`src/rtl/ex_issue_scheduler.sv`:
```
// Dual-lane issue picker, oldest-first from rr_ptr, one BRANCH per cycle, per-lane divider occupancy.
// Zero-latency grants; stall/flush suppress issue. Optional perf counters under SCHED_PERF_CNT_EN.
// Unit encoding on req_unit: ALU=0, BRANCH=1, MUL=2, DIV=3, LOAD=4.
module ex_issue_scheduler #(
    parameter int N_ENTRY = 8,
    parameter int DIV_LAT = 4,
    localparam int IW = $clog2(N_ENTRY)
) (
    input  logic                        clk,
    input  logic                        rst_n,
    input  logic [N_ENTRY-1:0]          req_valid,
    input  logic [N_ENTRY-1:0][2:0]     req_unit,
    input  logic                        stall,
    input  logic                        flush,
    output logic [1:0]                  grant_valid,
    output logic [1:0][IW-1:0]          grant_idx,
    output logic [1:0]                  lane_busy,
    output logic [IW-1:0]               rr_ptr
`ifdef SCHED_PERF_CNT_EN
    ,
    output logic [31:0]                 perf_issued,
    output logic [31:0]                 perf_busy_block
`endif
);

    localparam logic [2:0] U_BRANCH = 3'd1;
    localparam logic [2:0] U_DIV    = 3'd3;
    localparam int CW = $clog2(DIV_LAT + 1);

    logic [1:0][CW-1:0] div_cnt;
    logic               pick0_vld, pick1_vld;
    logic [IW-1:0]      pick0_idx, pick1_idx, scan_idx, youngest_idx;
    logic               br_taken;
    logic [1:0]         n_need, n_pick;
    logic               issue_ok;

    always_comb begin
        for (int l = 0; l < 2; l++) begin
            lane_busy[l] = (div_cnt[l] != '0);
        end
    end

    // Only as many picks as free lanes, so a branch past the last pick never consumes the branch slot.
    always_comb begin
        pick0_vld = 1'b0;
        pick1_vld = 1'b0;
        pick0_idx = '0;
        pick1_idx = '0;
        scan_idx  = '0;
        br_taken  = 1'b0;
        n_pick    = 2'd0;
        n_need    = {1'b0, ~lane_busy[0]} + {1'b0, ~lane_busy[1]};
        for (int k = 0; k < N_ENTRY; k++) begin
            scan_idx = rr_ptr + IW'(k);
            if (n_pick < n_need && req_valid[scan_idx] &&
                !(br_taken && req_unit[scan_idx] == U_BRANCH)) begin
                if (n_pick == 2'd0) begin
                    pick0_vld = 1'b1;
                    pick0_idx = scan_idx;
                end else begin
                    pick1_vld = 1'b1;
                    pick1_idx = scan_idx;
                end
                if (req_unit[scan_idx] == U_BRANCH) begin
                    br_taken = 1'b1;
                end
                n_pick = n_pick + 2'd1;
            end
        end
    end

    always_comb begin
        issue_ok    = rst_n && !stall && !flush;
        grant_valid = '0;
        grant_idx   = '0;
        if (issue_ok) begin
            if (!lane_busy[0]) begin
                grant_valid[0] = pick0_vld;
                grant_idx[0]   = pick0_idx;
                grant_valid[1] = pick1_vld;
                grant_idx[1]   = pick1_idx;
            end else begin
                grant_valid[1] = pick0_vld;
                grant_idx[1]   = pick0_idx;
            end
        end
        // Lane 1 always carries the younger pick when both lanes issue.
        youngest_idx = grant_valid[1] ? grant_idx[1] : grant_idx[0];
    end

    always_ff @(posedge clk or negedge rst_n) begin
        if (!rst_n) begin
            div_cnt <= '0;
            rr_ptr  <= '0;
        end else if (flush) begin
            div_cnt <= '0;
            rr_ptr  <= '0;
        end else begin
            for (int l = 0; l < 2; l++) begin
                if (grant_valid[l] && req_unit[grant_idx[l]] == U_DIV) begin
                    div_cnt[l] <= CW'(DIV_LAT - 1);
                end else if (div_cnt[l] != '0) begin
                    div_cnt[l] <= div_cnt[l] - CW'(1);
                end
            end
            if (|grant_valid) begin
                rr_ptr <= youngest_idx + IW'(1);
            end
        end
    end

`ifdef SCHED_PERF_CNT_EN
    always_ff @(posedge clk or negedge rst_n) begin
        if (!rst_n) begin
            perf_issued     <= '0;
            perf_busy_block <= '0;
        end else begin
            perf_issued <= perf_issued + {31'd0, grant_valid[0]} + {31'd0, grant_valid[1]};
            if (|req_valid && !stall && !flush && |lane_busy) begin
                perf_busy_block <= perf_busy_block + 32'd1;
            end
        end
    end
`endif

endmodule

```
`config.mk`:
```
export PLATFORM = sky130hd
export DESIGN_NAME = ex_issue_scheduler
export DESIGN_NICKNAME = d
export VERILOG_FILES = /design/src/rtl/ex_issue_scheduler.sv
export SDC_FILE = /design/constraint.sdc
export NUM_CORES = 1
export LEC_CHECK = 0
export ABC_AREA = 1
export BUFFER_PORTS_ARGS = -buffer_cell sky130_fd_sc_hd__buf_2
export CAP_MARGIN = 20
export CORE_MARGIN = 2
export CORE_UTILIZATION = 40
export CTS_CLUSTER_SIZE = 16
export DETAILED_ROUTE_END_ITERATION = 10
export PLACE_DENSITY = 0.61
export SLEW_MARGIN = 25
export SYNTH_ARGS = -nofsm -noshare
export SYNTH_HDL_FRONTEND = slang
export SYNTH_SLANG_ARGS = --single-unit
```
`constraint.sdc`:
```
create_clock -name clk -period 17.7 [get_ports clk]
set_input_delay 3.54 -clock clk [delete_from_list [all_inputs] [get_ports clk]]
set_output_delay 3.54 -clock clk [all_outputs]
set_load 0.05 [all_outputs]
```
# Yosys cells after proc, flatten, opt, wreduce, memory -nomap -nowiden
# Cells that the tools add are included.
[word_totals]
reg_bits = 9
word_cells = 227
output_inout_bits = 13
[classes]
order_cmp = 18
n_eq_ne = 10
muxes = 129
bitwise_logic = 2
n_addsub = 17
n_reduce_logical = 48
[op_table]
columns = ["operator", "n"]
rows = [
  ["2-to-1 mux 3 bit", 48],
  ["binary-select mux 3 bit (select 3 bit)", 10],
  ["2-to-1 mux 1 bit", 54],
  ["< comparator 3 x 4 -> 1 bit, second input constant", 10],
  ["logical AND 1 bit", 26],
  ["binary-select mux 1 bit (select 3 bit)", 8],
  ["equality test 3 x 1 -> 1 bit, second input constant", 8],
  ["logical NOT 2 bit", 7],
  ["< comparator 2 bit", 7],
  ["2-to-1 mux 2 bit", 7],
  ["adder 2 x 1 -> 2 bit, second input constant", 6],
  ["adder 3 bit, second input constant", 4],
  ["2-to-1 mux 6 bit", 2],
  ["nonzero test 3 bit", 4],
  ["logical NOT 1 bit", 9],
  ["adder 3 x 1 -> 3 bit, second input constant", 2],
  ["adder 3 x 2 -> 3 bit, second input constant", 2],
  ["equality test 3 x 2 -> 1 bit, second input constant", 2],
  ["subtractor 3 x 1 -> 3 bit, second input constant", 2],
  ["adder 1 x 1 -> 2 bit", 1],
  ["< comparator 1 x 2 -> 1 bit, first input constant", 1],
  ["NOT 1 bit", 2],
  ["nonzero test 2 bit", 1],
  ["OR reduction 2 bit", 1],
]

# Logic depth before layout (Yosys ltp)
[logic_depth]
word_depth = 42
mapped_depth = 65
mapped_depth_nobuf = 64

# Worst setup path after synthesis
# OpenSTA, ideal clock, no wires.
[synth_path]
path_kind = "input -> output"
startpoint = "input port req_unit[16] (netlist name)"
endpoint = "output port grant_valid[0]"
path_stages = 48
arrival_ns = 10.633
path_buffers = 0
setup_slack_ns = 3.527
required_time_ns = 14.160
cell_sequence = "or2_1 -> nand3_1 -> nand2_1 -> nor2_2 -> nand3_1 -> nand2_1 -> nand4_1 -> nand2_1 -> inv_1 -> ha_1 -> ha_1 -> a22oi_1 -> nor3b_2 -> nand2_4 -> nor2_1 -> inv_1 -> o21ai_0 -> inv_1 -> [... 12 more ...] -> nand2_1 -> a21oi_4 -> nand2_4 -> nand2_1 -> o21ai_1 -> ha_1 -> a211oi_1 -> nand4_1 -> nand2_1 -> inv_1 -> ha_1 -> nor3_1 -> nand2_1 -> inv_2 -> nand2_2 -> o21ai_1 -> nand2_1 -> inv_1"
[synth_between]
elab_chain_len = 35
word_cells_on_any_way = 103
[synth_rtl]
columns = ["element", "line_no", "source"]
rows = [
  ["from (decl)", "12", "input logic [N_ENTRY-1:0][2:0] req_unit,"],
  ["binary-select mux 3 bit (select 3 bit)", "64", "if (req_unit[scan_idx] == U_BRANCH) begin"],
  ["2-to-1 mux 3 bit (not written as such)", "64", ""],
  ["equality test 3 x 1 -> 1 bit", "64", ""],
  ["2-to-1 mux 1 bit", "64", ""],
  ["2-to-1 mux 1 bit", "55", "if (n_pick < n_need && req_valid[scan_idx] &&"],
  ["logical AND 1 bit", "56", "!(br_taken && req_unit[scan_idx] == U_BRANCH)) begin"],
  ["logical NOT 1 bit", "56", ""],
  ["logical AND 1 bit", "55", ""],
  ["[... 19 more ...]", "--", ""],
  ["logical AND 1 bit", "55", ""],
  ["2-to-1 mux 2 bit / 2-to-1 mux 1 bit (equally long branches)", "55", ""],
  ["< comparator 2 bit / logical AND 1 bit (equally long branches)", "55, 56", ""],
  ["logical AND 1 bit / logical NOT 1 bit (equally long branches)", "55, 56", ""],
  ["logical AND 1 bit", "55", ""],
  ["2-to-1 mux 1 bit (*)", "55", ""],
  ["2-to-1 mux 1 bit (*)", "77", "if (!lane_busy[0]) begin"],
  ["2-to-1 mux 2 bit (*)", "76", "if (issue_ok) begin"],
  ["to (decl)", "15", "output logic [1:0] grant_valid,"],
]
# Every way passes the cells marked *; elsewhere a longest branch is shown, timed or not. The select of a mux whose other input is x is not followed.

# Worst setup path in the final report
[layout_path]
startpoint = "input port req_valid[6]"
endpoint = "output port grant_valid[1]"
[layout_between]
elab_chain_len = 34
word_cells_on_any_way = 116
[layout_rtl]
columns = ["element", "line_no", "source"]
rows = [
  ["from (decl)", "11", "input logic [N_ENTRY-1:0] req_valid,"],
  ["binary-select mux 1 bit (select 3 bit)", "55", ""],
  ["2-to-1 mux 1 bit (not written as such)", "55", ""],
  ["logical AND 1 bit", "55", ""],
  ["2-to-1 mux 1 bit", "55", ""],
  ["< comparator 2 bit / logical AND 1 bit (equally long branches)", "55, 56", ""],
  ["logical AND 1 bit / logical NOT 1 bit (equally long branches)", "55, 56", ""],
  ["logical AND 1 bit", "55", ""],
  ["2-to-1 mux 2 bit / 2-to-1 mux 1 bit (equally long branches)", "55", ""],
  ["[... 18 more ...]", "--", ""],
  ["logical AND 1 bit", "55", ""],
  ["2-to-1 mux 2 bit / 2-to-1 mux 1 bit (equally long branches)", "55", ""],
  ["< comparator 2 bit / logical AND 1 bit (equally long branches)", "55, 56", ""],
  ["logical AND 1 bit / logical NOT 1 bit (equally long branches)", "55, 56", ""],
  ["logical AND 1 bit", "55", ""],
  ["2-to-1 mux 1 bit", "55", ""],
  ["2-to-1 mux 1 bit (*)", "77", ""],
  ["2-to-1 mux 2 bit (*)", "76", ""],
]
# Marks and branches as above.

==> flow_metrics.py <==
metrics = {
    "run_status": {
        "status": "completed",
    },
    "logic_synthesis": {
        "ys_seq_area_share_pct": 6.49,
        "synthesis.nets": 689,
        "async_flop_share_pct": 100,
        "synth_compound_area_share_pct": 17.1,
        "synthesis.area_sq_um": 3470,
        "synth_xor_xnor_area_share_pct": 1.19,
        "syn_inst": 631,
        "synthAdderAreaFrac_pct": 7.93,
        "synth_area_per_cell_sq_um": 5.50,
        "synth_simple_gate_area_share_pct": 53.1,
        "synth_edf_count": 0,
        "synth_seq_cells": 9,
        "synth_warnings": 0,
        "ys_types": 46,
        "ys.flop_type": "dfrtp_1",
        "synth_top_family_by_area": "simple AND/OR/NAND/NOR gates",
        "synthMuxAreaShare_pct": 1.48,
    },
    "clocking": {
        "cts_root_buffer": "clkbuf_8",
        "cts_resized": 0,
        "path_clk_slew_ns": 0.05,
        "cts_hold_buffers": 0,
        "numCtsBuffers": 3,
        "cts_tree": "yes",
        "cts_htree_levels": 1,
        "clk_latency_ns": 0.24,
        "cts_sinks": 9,
        "clockBufferDepth": 2,
        "cts_setup_buffers": 0,
    },
    "final_layout": {
        "final_area_sq_um": 3770,
        "fill_cells": 930,
        "regArea_sq_um": 226,
        "area_growth_pct": 8.76,
        "layout_commonest_cell": "nand2_1",
        "diodes": 0,
        "multi_input_area_sq_um": 2800,
        "drive_gt1_share_pct": 17.6,
        "final_cell_mix": "nand2_1 (200), nand3_1 (89), inv_1 (70)",
        "nets": 724,
        "fin_util_pct": 45.5,
    },
    "global_routing": {
        "grt_max_degree": 62,
        "grt_pass1_wl_mm": 18.2,
        "antenna_found_initial": 0,
        "grt.total_usage_pct": 22.7,
        "grt_pass1_vias": 3876,
        "overflow": 0,
    },
    "placed_design": {
        "hpwl_mm": 8.64,
        "dpl-instance-area_sq_um": 3730,
        "place_congestion": 0.957,
        "io_buffers": 48,
        "dpl_worst_slack_ns": 2.21,
    },
    "setup_path": {
        "cp_slowest_stage_delay_ns": 0.58,
        "critical_path_arrival_ns": 12.00,
        "path_max_fanout": 11,
        "critical_path_required_ns": 14.16,
        "r2r_slack_ns": 6.69,
        "ff2ff_path_depth": 55,
        "path_common_cell": "nand2_1",
        "r2r_start": "rr_ptr[1]",
        "critPathKind": "input pin to primary output",
        "endpoint_kind": "primary output",
        "rr_endpoint": "rr_ptr[2]",
        "startpoint_type": "input pin",
        "cp_slowest_cell": "a211oi_1",
    },
    "timing": {
        "period_minus_slack_ns": 15.54,
        "slew_headroom_pct": 43.0,
        "worst_pin_slew_ns": 0.853,
        "hold_viol": 0,
        "slew_viol_final": 0,
        "setup_tns_ns": 0,
        "setup_violations": 0,
        "rsz0062_at_grt": "no",
        "finalWorstSetupSlack_ns": 2.16,
        "fmax_mhz": 64.3,
        "period_share_pct": 87.8,
        "skew_ns": 0.00296,
    },
    "drt": {
        "via_count": 4143,
        "wl_mm": 10.8,
        "viasPerCell": 5.38,
        "drc": 0,
        "first_pass_iters": 5,
        "antenna_left": 0,
        "wl_per_cell_um": 14.0,
        "initialDrtViolationCount": 280,
    },
    "job": {
        "cap_viol_max_count": 0,
    },
    "die": {
        "die_area_sq_um": 9440,
        "rows": 33,
        "fp.coreArea_sq_um": 8300,
        "die_h_um": 97.2,
        "ios": 49,
        "die-width_um": 97.2,
        "start_util_pct": 41.8,
    },
    "min_path": {
        "min_to": "div_cnt[2]",
        "hp-start": "div_cnt[2]",
        "hold_path_class": "flop to flop",
        "min_path_cells": 2,
    },
}
layer usage:
layer	routed length, um	GRT usage [%]
met1	4990	31.0
met2	4960	39.3
met3	665	2.23
met4	191	3.68
met5	0	0
critical path: cells and delay by family:
family                   cells  cell delay (ns)
buffers and inverters        9             0.94
adder cells (fa/ha/maj)      7             1.53
AND/OR/NAND/NOR             23             3.62
AO/OA/AOI/OAI               11             2.35
kinds of logic after synthesis:
group,count (synthesis)
AO/OA/AOI/OAI,101
XOR/XNOR,3
adder cells (fa/ha/maj),22
buffers and inverters,103
flip-flops,9
multiplexers,5
AND/OR/NAND/NOR,388
cell type report:
| cell class | count | share of cell area [%] |
|---|---|---|
| Timing Repair Buffer | 50 | 6.76 |
| Clock inverter | 1 | 0.133 |
| Multi-Input combinational cell | 519 | 74.3 |
| Tap cell | 105 | 3.48 |
| Sequential cell | 9 | 6.00 |
| Clock buffer | 3 | 1.09 |
| Inverter | 83 | 8.25 |
worst max-delay path by stage:
stage                       from        endpoint  slack, ns
floorplan           req_unit[16]  grant_valid[0]       3.53
global placement    req_valid[6]  grant_valid[1]       2.60
detailed placement  req_valid[6]  grant_valid[1]       2.21
CTS                 req_valid[6]  grant_valid[1]       2.16
global route        req_valid[6]  grant_valid[1]       1.06
finish              req_valid[6]  grant_valid[1]       2.16
per-stage QoR:
| stage | hold slack (ns) | cells |
|---|---|---|
| floorplan | 0.475 | 631 |
| global placement | 0.493 | 766 |
| detailed placement | 0.498 | 766 |
| CTS | 0.512 | 770 |
| global route | 0.541 | 770 |
| finish | 0.509 | 770 |
synth_stat cells, types with 5 or more instances:
| cell | number | area [sq um] |
|---|---|---|
| or2_1 | 5 | 31.3 |
| o21ai_0 | 42 | 210 |
| dfrtp_1 | 9 | 225 |
| buf_2 | 8 | 40.0 |
| nand3_1 | 89 | 445 |
| buf_6 | 5 | 56.3 |
| nand2_2 | 17 | 106 |
| ha_1 | 22 | 275 |
| nand2_1 | 200 | 751 |
| nor2_1 | 32 | 120 |
| nand3_2 | 11 | 110 |
| inv_1 | 70 | 263 |
| a21oi_1 | 14 | 70.1 |
| nand4_1 | 11 | 68.8 |
| nand2_4 | 5 | 56.3 |
| o21ai_1 | 22 | 110 |
| inv_2 | 9 | 33.8 |
registers in the layout (all words and copies together) (netlist names):
signal / cells
div_cnt: 6
rr_ptr: 3
Power is left out: the tool's default activity adds up to more than one toggle a clock period on the data nets, which glitch-free logic cannot reach.
